[config.mk]
export PLATFORM = sky130hd
export DESIGN_NAME = tinyriscv_div_unit
export DESIGN_NICKNAME = d
export VERILOG_FILES = /design/src/rtl/tinyriscv_div_unit.sv
export SDC_FILE = /design/constraint.sdc
export NUM_CORES = 1
export LEC_CHECK = 0
export ABC_AREA = 0
export BUFFER_PORTS_ARGS = -buffer_cell sky130_fd_sc_hd__clkbuf_2
export CORE_MARGIN = 2
export CORE_UTILIZATION = 39
export CTS_CLUSTER_SIZE = 40
export DETAILED_ROUTE_END_ITERATION = 10
export GPL_ROUTABILITY_DRIVEN = 0
export GPL_TIMING_DRIVEN = 0
export SETUP_SLACK_MARGIN = 0.4
export SYNTH_ARGS = -nofsm -noshare
export SYNTH_HDL_FRONTEND = slang
export SYNTH_SLANG_ARGS = --single-unit
[constraint.sdc]
create_clock -name clk -period 4.95 [get_ports clk]
set_clock_uncertainty 0.05 [all_clocks]
set_input_delay 0.7425 -clock clk [delete_from_list [all_inputs] [get_ports clk]]
set_output_delay 0.7425 -clock clk [all_outputs]
set_load 0.05 [all_outputs]
[src/rtl/tinyriscv_div_unit.sv]
// rtl/tinyriscv_div_unit.sv - iterative RV32M DIV/DIVU/REM/REMU unit, BITS_PER_CYCLE quotient bits per cycle
// Optional TINYRISCV_DIV_EARLY_OUT_EN: skip CALC when |dividend| < |divisor|.
module tinyriscv_div_unit #(
    parameter int WIDTH          = 32,
    parameter int BITS_PER_CYCLE = 1,
    parameter int WADDR_W        = 5
) (
    input  logic               clk,
    input  logic               rst,
    input  logic               start_i,
    input  logic [2:0]         op_i,
    input  logic [WIDTH-1:0]   dividend_i,
    input  logic [WIDTH-1:0]   divisor_i,
    input  logic [WADDR_W-1:0] reg_waddr_i,
    input  logic               abort_i,
    output logic [WIDTH-1:0]   result_o,
    output logic [WADDR_W-1:0] reg_waddr_o,
    output logic               ready_o,
    output logic               busy_o
);

    localparam int STEPS = WIDTH / BITS_PER_CYCLE;
    localparam int CNT_W = $clog2(STEPS);
    localparam logic [CNT_W-1:0] LAST_CNT = CNT_W'(STEPS - 1);

    typedef enum logic [1:0] {S_IDLE, S_START, S_CALC, S_END} state_t;

    state_t             r_state;
    state_t             w_next;
    logic [1:0]         r_op;
    logic [WIDTH-1:0]   r_quot;
    logic [WIDTH-1:0]   r_rem;
    logic [WIDTH-1:0]   r_divisor;
    logic               r_neg_q;
    logic               r_neg_r;
    logic [CNT_W-1:0]   r_cnt;
    logic [WADDR_W-1:0] r_waddr;
    logic [WIDTH-1:0]   r_result;
    logic [WADDR_W-1:0] r_waddr_out;

    logic               w_accept;
    logic               w_signed;
    logic               w_a_neg;
    logic               w_b_neg;
    logic [WIDTH-1:0]   w_abs_a;
    logic [WIDTH-1:0]   w_abs_b;
    logic               w_div_zero;
    logic               w_overflow;
    logic               w_early;
    logic [WIDTH:0]     w_step_r_x;
    logic [WIDTH-1:0]   w_step_q;
    logic [WIDTH-1:0]   w_step_r;
    logic [WIDTH-1:0]   w_final;

    assign w_accept   = (r_state == S_IDLE) && start_i && !abort_i && op_i[2];
    assign w_signed   = ~r_op[0];
    // In START, r_quot/r_divisor still hold the raw operands captured in IDLE.
    assign w_a_neg    = w_signed & r_quot[WIDTH-1];
    assign w_b_neg    = w_signed & r_divisor[WIDTH-1];
    assign w_abs_a    = w_a_neg ? -r_quot : r_quot;
    assign w_abs_b    = w_b_neg ? -r_divisor : r_divisor;
    assign w_div_zero = (r_divisor == '0);
    assign w_overflow = w_signed && (r_quot == {1'b1, {(WIDTH-1){1'b0}}}) && (r_divisor == '1);
`ifdef TINYRISCV_DIV_EARLY_OUT_EN
    assign w_early    = (w_abs_a < w_abs_b);
`else
    assign w_early    = 1'b0;
`endif

    // Restoring shift-subtract: dividend bits shift out of r_quot into the partial remainder.
    always_comb begin
        w_step_r_x = {1'b0, r_rem};
        w_step_q   = r_quot;
        for (int k = 0; k < BITS_PER_CYCLE; k++) begin
            w_step_r_x = {w_step_r_x[WIDTH-1:0], w_step_q[WIDTH-1]};
            w_step_q   = {w_step_q[WIDTH-2:0], 1'b0};
            if (w_step_r_x >= {1'b0, r_divisor}) begin
                w_step_r_x  = w_step_r_x - {1'b0, r_divisor};
                w_step_q[0] = 1'b1;
            end
        end
    end
    assign w_step_r = w_step_r_x[WIDTH-1:0];

    assign w_final = r_op[1] ? (r_neg_r ? -r_rem : r_rem)
                             : (r_neg_q ? -r_quot : r_quot);

    always_ff @(posedge clk or negedge rst) begin
        if (!rst) r_state <= S_IDLE;
        else      r_state <= w_next;
    end

    always_comb begin
        w_next = r_state;
        case (r_state)
            S_IDLE:  if (w_accept) w_next = S_START;
            S_START: begin
                if (abort_i)                                 w_next = S_IDLE;
                else if (w_div_zero || w_overflow || w_early) w_next = S_END;
                else                                         w_next = S_CALC;
            end
            S_CALC: begin
                if (abort_i)                 w_next = S_IDLE;
                else if (r_cnt == LAST_CNT)  w_next = S_END;
            end
            S_END:   w_next = S_IDLE;
            default: w_next = S_IDLE;
        endcase
    end

    always_ff @(posedge clk or negedge rst) begin
        if (!rst) begin
            r_op        <= '0;
            r_quot      <= '0;
            r_rem       <= '0;
            r_divisor   <= '0;
            r_neg_q     <= 1'b0;
            r_neg_r     <= 1'b0;
            r_cnt       <= '0;
            r_waddr     <= '0;
            r_result    <= '0;
            r_waddr_out <= '0;
        end else begin
            case (r_state)
                S_IDLE: begin
                    if (w_accept) begin
                        r_op      <= op_i[1:0];
                        r_quot    <= dividend_i;
                        r_divisor <= divisor_i;
                        r_waddr   <= reg_waddr_i;
                    end
                end
                S_START: begin
                    r_cnt     <= '0;
                    r_divisor <= w_abs_b;
                    if (w_div_zero) begin
                        r_quot  <= '1;
                        r_rem   <= r_quot;
                        r_neg_q <= 1'b0;
                        r_neg_r <= 1'b0;
                    end else if (w_overflow) begin
                        r_rem   <= '0;
                        r_neg_q <= 1'b0;
                        r_neg_r <= 1'b0;
                    end else if (w_early) begin
                        r_quot  <= '0;
                        r_rem   <= r_quot;
                        r_neg_q <= 1'b0;
                        r_neg_r <= 1'b0;
                    end else begin
                        r_quot  <= w_abs_a;
                        r_rem   <= '0;
                        r_neg_q <= w_a_neg ^ w_b_neg;
                        r_neg_r <= w_a_neg;
                    end
                end
                S_CALC: begin
                    r_quot <= w_step_q;
                    r_rem  <= w_step_r;
                    if (r_cnt != LAST_CNT) r_cnt <= r_cnt + 1'b1;
                end
                S_END: begin
                    r_result    <= w_final;
                    r_waddr_out <= r_waddr;
                end
                default: ;
            endcase
        end
    end

    assign busy_o      = (r_state != S_IDLE);
    assign ready_o     = (r_state == S_END);
    assign result_o    = ready_o ? w_final : r_result;
    assign reg_waddr_o = ready_o ? r_waddr : r_waddr_out;

endmodule

==> flow_summary.toml, run 1 <==
[hold_path]
path_category_of_the_worst_min_delay_check = "input pin to asynchronous set/reset pin"

[timing]
max_slew_margin_pct = 41.33
timing_hold_violations_final = 0
layout_worst_path_cycle_share_pct = 91.87
tightest_slew_ps = 880.1
timing.final.ws_setup_ps = 402.5
setup_viol = 0
timing.fmax_mhz = 219.9
post-route-min-period_ps = 4547
tns_ps = 0
fin_hold_ws_ps = 203.5
final-max-slew-violation-count = 0
unrepaired_setup_endpoints_after_global_routing = "true"

[logic_synthesis]
syn_avg_cell_area_um2 = 7.818
post_synth_most_frequent_cells = "o21ai_0 (184), nand2_1 (160), dfrtp_1 (149), clkbuf_1 (109), a21oi_1 (101)"
yosysTopAreaCell = "dfrtp_1"
synth.net_count = 1646
synthesis.area_um2 = 11940
synth-seq-area-share_pct = 31.23
synth.ff_latch_count = 149
yosys.area.top_type_share_pct = 31.23
synth_ff_type = "dfrtp_1"
synth.area.top_cells = "dfrtp_1 (31%), o21ai_0 (7.7%), nand2_1 (5.0%), ha_1 (4.4%), xnor2_1 (4.4%)"
synth-edff-count = 0
synth_unique_cells = 74
yosys_warnings = 0
asyncSetResetFlopFracSynth_pct = 100.0
synth_instances = 1527
most_instantiated_library_cell_after_synthesis = "o21ai_0"

[power_and_ir_drop]
p_leak_nw = 5.839
vdd.ir_drop.worst_uv = 368.0
power.total_mw = 11.01
power_per_cell_area_nw_per_um2 = 795.3

[clocking]
cts_buffers = 17
cts_hold_buffers = 0
worstSkewPairLatency_ps = 470
cts.reportedPaths.clkPinSlew_ps = 70
cts_tree = "yes"
clock_tree.root_cell = "clkbuf_16"
clock_tree.buffer_depth = 2
tritoncts_sink_count = 149
ctsHtreeMaxLevel = 4

[route]
detailed_routing_iteration_count_for_the_pre_antenna_repair_pass = 7
detail_route.drc_violations = 0
antenna_left = 0
avgViaCountPerCell = 5.753
routed_wirelength_mm = 40.76
routedWlPerCell_um = 19.64
vias = 11940
drt_first_iter_violations = 928

[finish]
total_area_of_multi_input_combinational_cells_um2 = 7632
nets = 1785
ff_latch_area_um2 = 3732
antennaDiodeCount = 0
final_design_area_no_fill_um2 = 13850
synthToLayoutAreaGrowth_pct = 15.99
fraction_of_layout_cells_with_a_size_suffix_above_1_pct = 13.46
final.fill_count = 3074

[global_route]
grt.overflow.total = 0
number_of_antenna_violations_at_the_first_check_in_global_routing = 0
grt_max_degree = 90
gr-usage-all-layers_pct = 25.72
grt_first_pass_wirelength_mm = 63.39
first_global_vias = 11410

[critical_path]
ff2ff_path_depth = 9
worst-endpoint-arrival_ps = 3750
reg2reg_setup_slack_ps = 740
worstPathMaxFanout = 5
worstSetupEndpoint = "result_o[26]"
timing.rr.start = "r_quot[25]"
cp_endpoint_kind = "output port"
worstSetupPathType = "flop to output port"
cp_launch_point = "r_rem[9]"
critical_r2r_capture = "r_quot[8]"
cp_launch_type = "flop"
critPathRequiredTime_ps = 4160

[die]
starting_utilization_of_the_core_area_pct = 39.33
top_level_ports = 115
die-height_um = 179.0
die_w_um = 179.0
floorplan.rows = 64
core_area_um2 = 30350
design.die.area_um2 = 32020

[placed_design]
dpl_cell_area_um2 = 13040
hpwlAfterDp_mm = 31.80
pre_cts_slack_ps = 104.5
io_buffers = 114

[run]
max_cap_viol_count = 0

[status]
status = "completed"
## worst max-delay path, stage by stage, from the launching register on
cell      delay [ps]
dfrtp_2          400
or3_4            380
or4_4            440
or4_4            460
or4_4            560
o41ai_4          240
xor2_1           210
mux2i_1          140
mux2_4           280
clkbuf_8         180
## power breakdown
part / internal (mW) / switching [mW]
registers: 1.76 / 0.541
logic: 2.60 / 4.79
clock network: 0.725 / 0.592
total: 5.09 / 5.93
## metal layers
layer	part of all wire (%)	vias up	global-route usage, %	wire length (um)
met5	0	-	0	0
met2	44	484	40.24	18130
met4	2.6	0	8.909	1063
met3	8.1	66	5.683	3322
li1	-	5734	-	-
met1	45	5654	34.94	18250
## worst min-delay path by stage
stage                           endpoint  slack, ps
final                          r_quot[4]        200
after floorplan                 r_cnt[0]        400
after CTS                      r_quot[4]        230
after detailed placement    r_result[26]        430
after global placement    r_waddr_out[3]        430
after global routing         r_result[8]        240
## cell families after synthesis
group,Yosys count,share of synthesized area [%]
AO/OA/AOI/OAI,459,23.02
XOR/XNOR,112,8.217
adder cells (fa/ha/maj),43,4.570
buffers and inverters,191,6.048
flip-flops,149,31.23
multiplexers,65,5.786
AND/OR/NAND/NOR,508,21.13
## layout make-up
class / instances / share of cell area (%)
plain buffers: 121 / 3.316
inverters: 70 / 1.898
multi-input cells: 1187 / 55.12
clock inverters: 12 / 0.8494
repair buffers: 120 / 4.988
flip-flops and latches: 149 / 26.95
well taps: 396 / 3.578
clock buffers: 20 / 3.298
## timing repair
item                                    CTS  global route
pin swaps                                 3             5
endpoints found under the setup margin   40            53
resized for setup                        16            32
hold endpoints to repair                  0             0
setup buffers                             3             2
## per-stage QoR
| step | util (%) | cells |
|---|---|---|
| 3_5_place_dp | 42.97 | 2038 |
| 4_1_cts | 45.19 | 2073 |
| 2_1_floorplan | - | 1527 |
| 3_3_place_gp | 42.85 | 2037 |
| 6_report | 45.63 | 2075 |
| 5_1_grt | 45.63 | 2075 |
## placed cells by master, fill, tap and decap left out, types with 17 or more instances in the layout
cell	n
a21oi_1	101
a31oi_1	26
clkbuf_1	110
clkbuf_16	17
clkbuf_2	104
dfrtp_1	146
ha_1	42
inv_1	68
mux2_2	25
mux2i_1	36
nand2_1	160
nand3_1	63
nand4_1	23
nor2_1	100
nor2b_1	20
nor3_1	24
o211ai_1	26
o21ai_0	183
o22ai_1	17
xnor2_1	60
xor2_1	52
## registers in the layout, indices dropped and copies added, names as in the netlist
signal	count
r_cnt	5
r_divisor	32
r_neg_q	1
r_neg_r	1
r_op	2
r_quot	32
r_rem	32
r_result	32
r_state	2
r_waddr	5
r_waddr_out	5
Power figures use the tool's default switching activity.
==> run 2: changes to the inputs <==
--- a/config.mk
+++ b/config.mk
@@ -7,6 +7,7 @@
 export LEC_CHECK = 0
 export ABC_AREA = 0
 export BUFFER_PORTS_ARGS = -buffer_cell sky130_fd_sc_hd__clkbuf_2
+export CORE_ASPECT_RATIO = 1.25
 export CORE_MARGIN = 2
 export CORE_UTILIZATION = 39
 export CTS_CLUSTER_SIZE = 40
==> flow_summary.toml, run 2 (synthesis results as in run 1) <==
[critical_path]
cp_launch_type = "flop"
worst-endpoint-arrival_ps = 3790
critical-path-slowest-cell = "or4_4"
cpPeakStageDelay_ps = 560
most_numerous_cell_on_the_critical_path = "or4_4"
ff2ff_path_depth = 10
timing.critical_path.cells = "or3_4, or4_4, or4_4, or4_4, o31ai_4, xor2_1, mux2i_1, mux2_4, clkbuf_8"
worstPathMaxFanout = 5
worstSetupPathType = "flop to output port"
critPathRequiredTime_ps = 4160
cp_endpoint_kind = "output port"

[finish]
most_common_cell_after_layout_fill_and_taps_aside = "o21ai_0"
fraction_of_layout_cells_with_a_size_suffix_above_1_pct = 13.13
final.fill_count = 3044
antennaDiodeCount = 0
finish.cell_count_without_fillers = 2077
final_cell_mix = "o21ai_0 (183), nand2_1 (160), dfrtp_1 (146)"
final_design_area_no_fill_um2 = 13820
nets = 1784
synthToLayoutAreaGrowth_pct = 15.76
utilization_pct = 45.89

[timing]
timing.final.ws_setup_ps = 371.7
setup_viol = 0
final-max-slew-violation-count = 0
unrepaired_setup_endpoints_after_global_routing = "true"
tightest_slew_ps = 1468
post-route-min-period_ps = 4578
timing_hold_violations_final = 0
fin_hold_ws_ps = 231.7
tns_ps = 0
max_slew_margin_pct = 0.7643
timing.fmax_mhz = 218.4
layout_worst_path_cycle_share_pct = 92.49

[clocking]
clock_tree.root_cell = "clkbuf_16"
cts_buffers = 17
worstSkewPairLatency_ps = 440
cts.reportedPaths.clkPinSlew_ps = 60
ctsHtreeMaxLevel = 4
cts_tree = "yes"
clock_tree.buffer_depth = 2
tritoncts_sink_count = 149

[route]
detail_route.drc_violations = 0
met1Wirelength_mm = 17.35
routedWlPerCell_um = 19.81
detailed_routing_iteration_count_for_the_pre_antenna_repair_pass = 7
wl_met2_mm = 19.80
routed_wirelength_mm = 41.14
vias = 11930
drt_first_iter_violations = 968
top_layer_used = "met5"
antenna_left = 0
met3WireLength_mm = 2.314
avgViaCountPerCell = 5.745

[power_and_ir_drop]
comb_power_share_pct = 66.8
p_leak_nw = 5.844
power.total_mw = 11.01
power_per_cell_area_nw_per_um2 = 796.6
total_switching_power_mw = 5.872
p_int_mw = 5.136
sw_frac_of_total_pct = 53.34
clockPowerShare_pct = 12.4
seq_power_share_pct = 20.8
vdd.ir_drop.worst_uv = 316.9

[placed_design]
io_buffers = 114
pre_cts_slack_ps = 171.3
numPlacedInstances = 2043
hpwlAfterDp_mm = 32.10
dpl_cell_area_um2 = 13050

[die]
floorplan.rows = 71
design.die.area_um2 = 32030
die_w_um = 160.5
starting_utilization_of_the_core_area_pct = 39.64
top_level_ports = 115
core_area_um2 = 30120
die-height_um = 199.6

[global_route]
grt_first_pass_wirelength_mm = 64.76
first_global_vias = 11810
number_of_antenna_violations_at_the_first_check_in_global_routing = 1
grt.overflow.total = 0
grt_max_degree = 90
gr-usage-all-layers_pct = 25.80

[status]
status = "finished with violations"
violated_checks = "max-capacitance violations"

[run]
max_cap_viol_count = 1

[hold_path]
path_category_of_the_worst_min_delay_check = "input pin to asynchronous set/reset pin"
==> run 2: changes by cell type in the layout (fill, tap and decap cells not counted), moves of 3 or more <==
cell      delta
clkbuf_8     +3
clkinv_4     -4
inv_6        -4
nor4_1       +3
clkinv_2     +3
nor4_2       -3
==> run 2: path summary, 6_finish.rpt <==
check,end,slack (ps),startpoint
hold / removal,r_quot[3],230,rst
setup reg to reg,r_quot[29],560,r_quot[25]
hold reg to reg,r_result[21],450,r_result[21]
min in group clk,r_result[21],450,r_result[21]
max in group asynchronous,r_rem[18],3760,rst
setup / recovery,result_o[31],370,r_rem[9]
==> run 2: final cells by class <==
class                      instances  area [um2]  area share, %
tap                              401       501.7          3.631
inverter                          70       262.8          1.901
buffer                           121       459.2          3.323
sequential                       149        3732          27.01
multi-input combinational       1187        7596          54.97
clock inverter                    10       130.1         0.9416
timing repair buffer             119       670.6          4.853
clock buffer                      20       466.7          3.377
==> run 2: layer usage <==
metal | global-route usage, % | vias up
met5 | 0 | -
li1 | - | 5744
met2 | 44.65 | 463
met1 | 31.82 | 5630
met3 | 3.798 | 94
met4 | 11.78 | 2
==> run 2: critical path, delay by kind of cell (launching register included) <==
kind / cells / cell delay (ps)
buffers and inverters: 1 / 180
flip-flops: 1 / 400
AND/OR/NAND/NOR: 4 / 1900
XOR/XNOR: 1 / 180
AO/OA/AOI/OAI: 1 / 210
multiplexers: 2 / 480
==> run 2: timing repair <==
| item | CTS | global route |
|---|---|---|
| gates resized for setup | 17 | 19 |
| gates cloned | 0 | 0 |
| buffers inserted | 3 | 1 |
| setup endpoints to repair | 39 | 46 |
| hold buffers | 0 | 0 |
| pin swaps | 2 | 3 |
| hold endpoints to repair | 0 | 0 |
==> run 2: power by group through the flow <==
stage               Clock [mW]  Sequential (mW)  Combinational [mW]
finish                    1.37             2.29                7.35
global route              1.43             2.36                8.06
CTS                       1.38             2.27                7.21
detailed placement           0             2.29                7.09
global placement             0             2.27                6.99
floorplan                    0             2.10                5.36
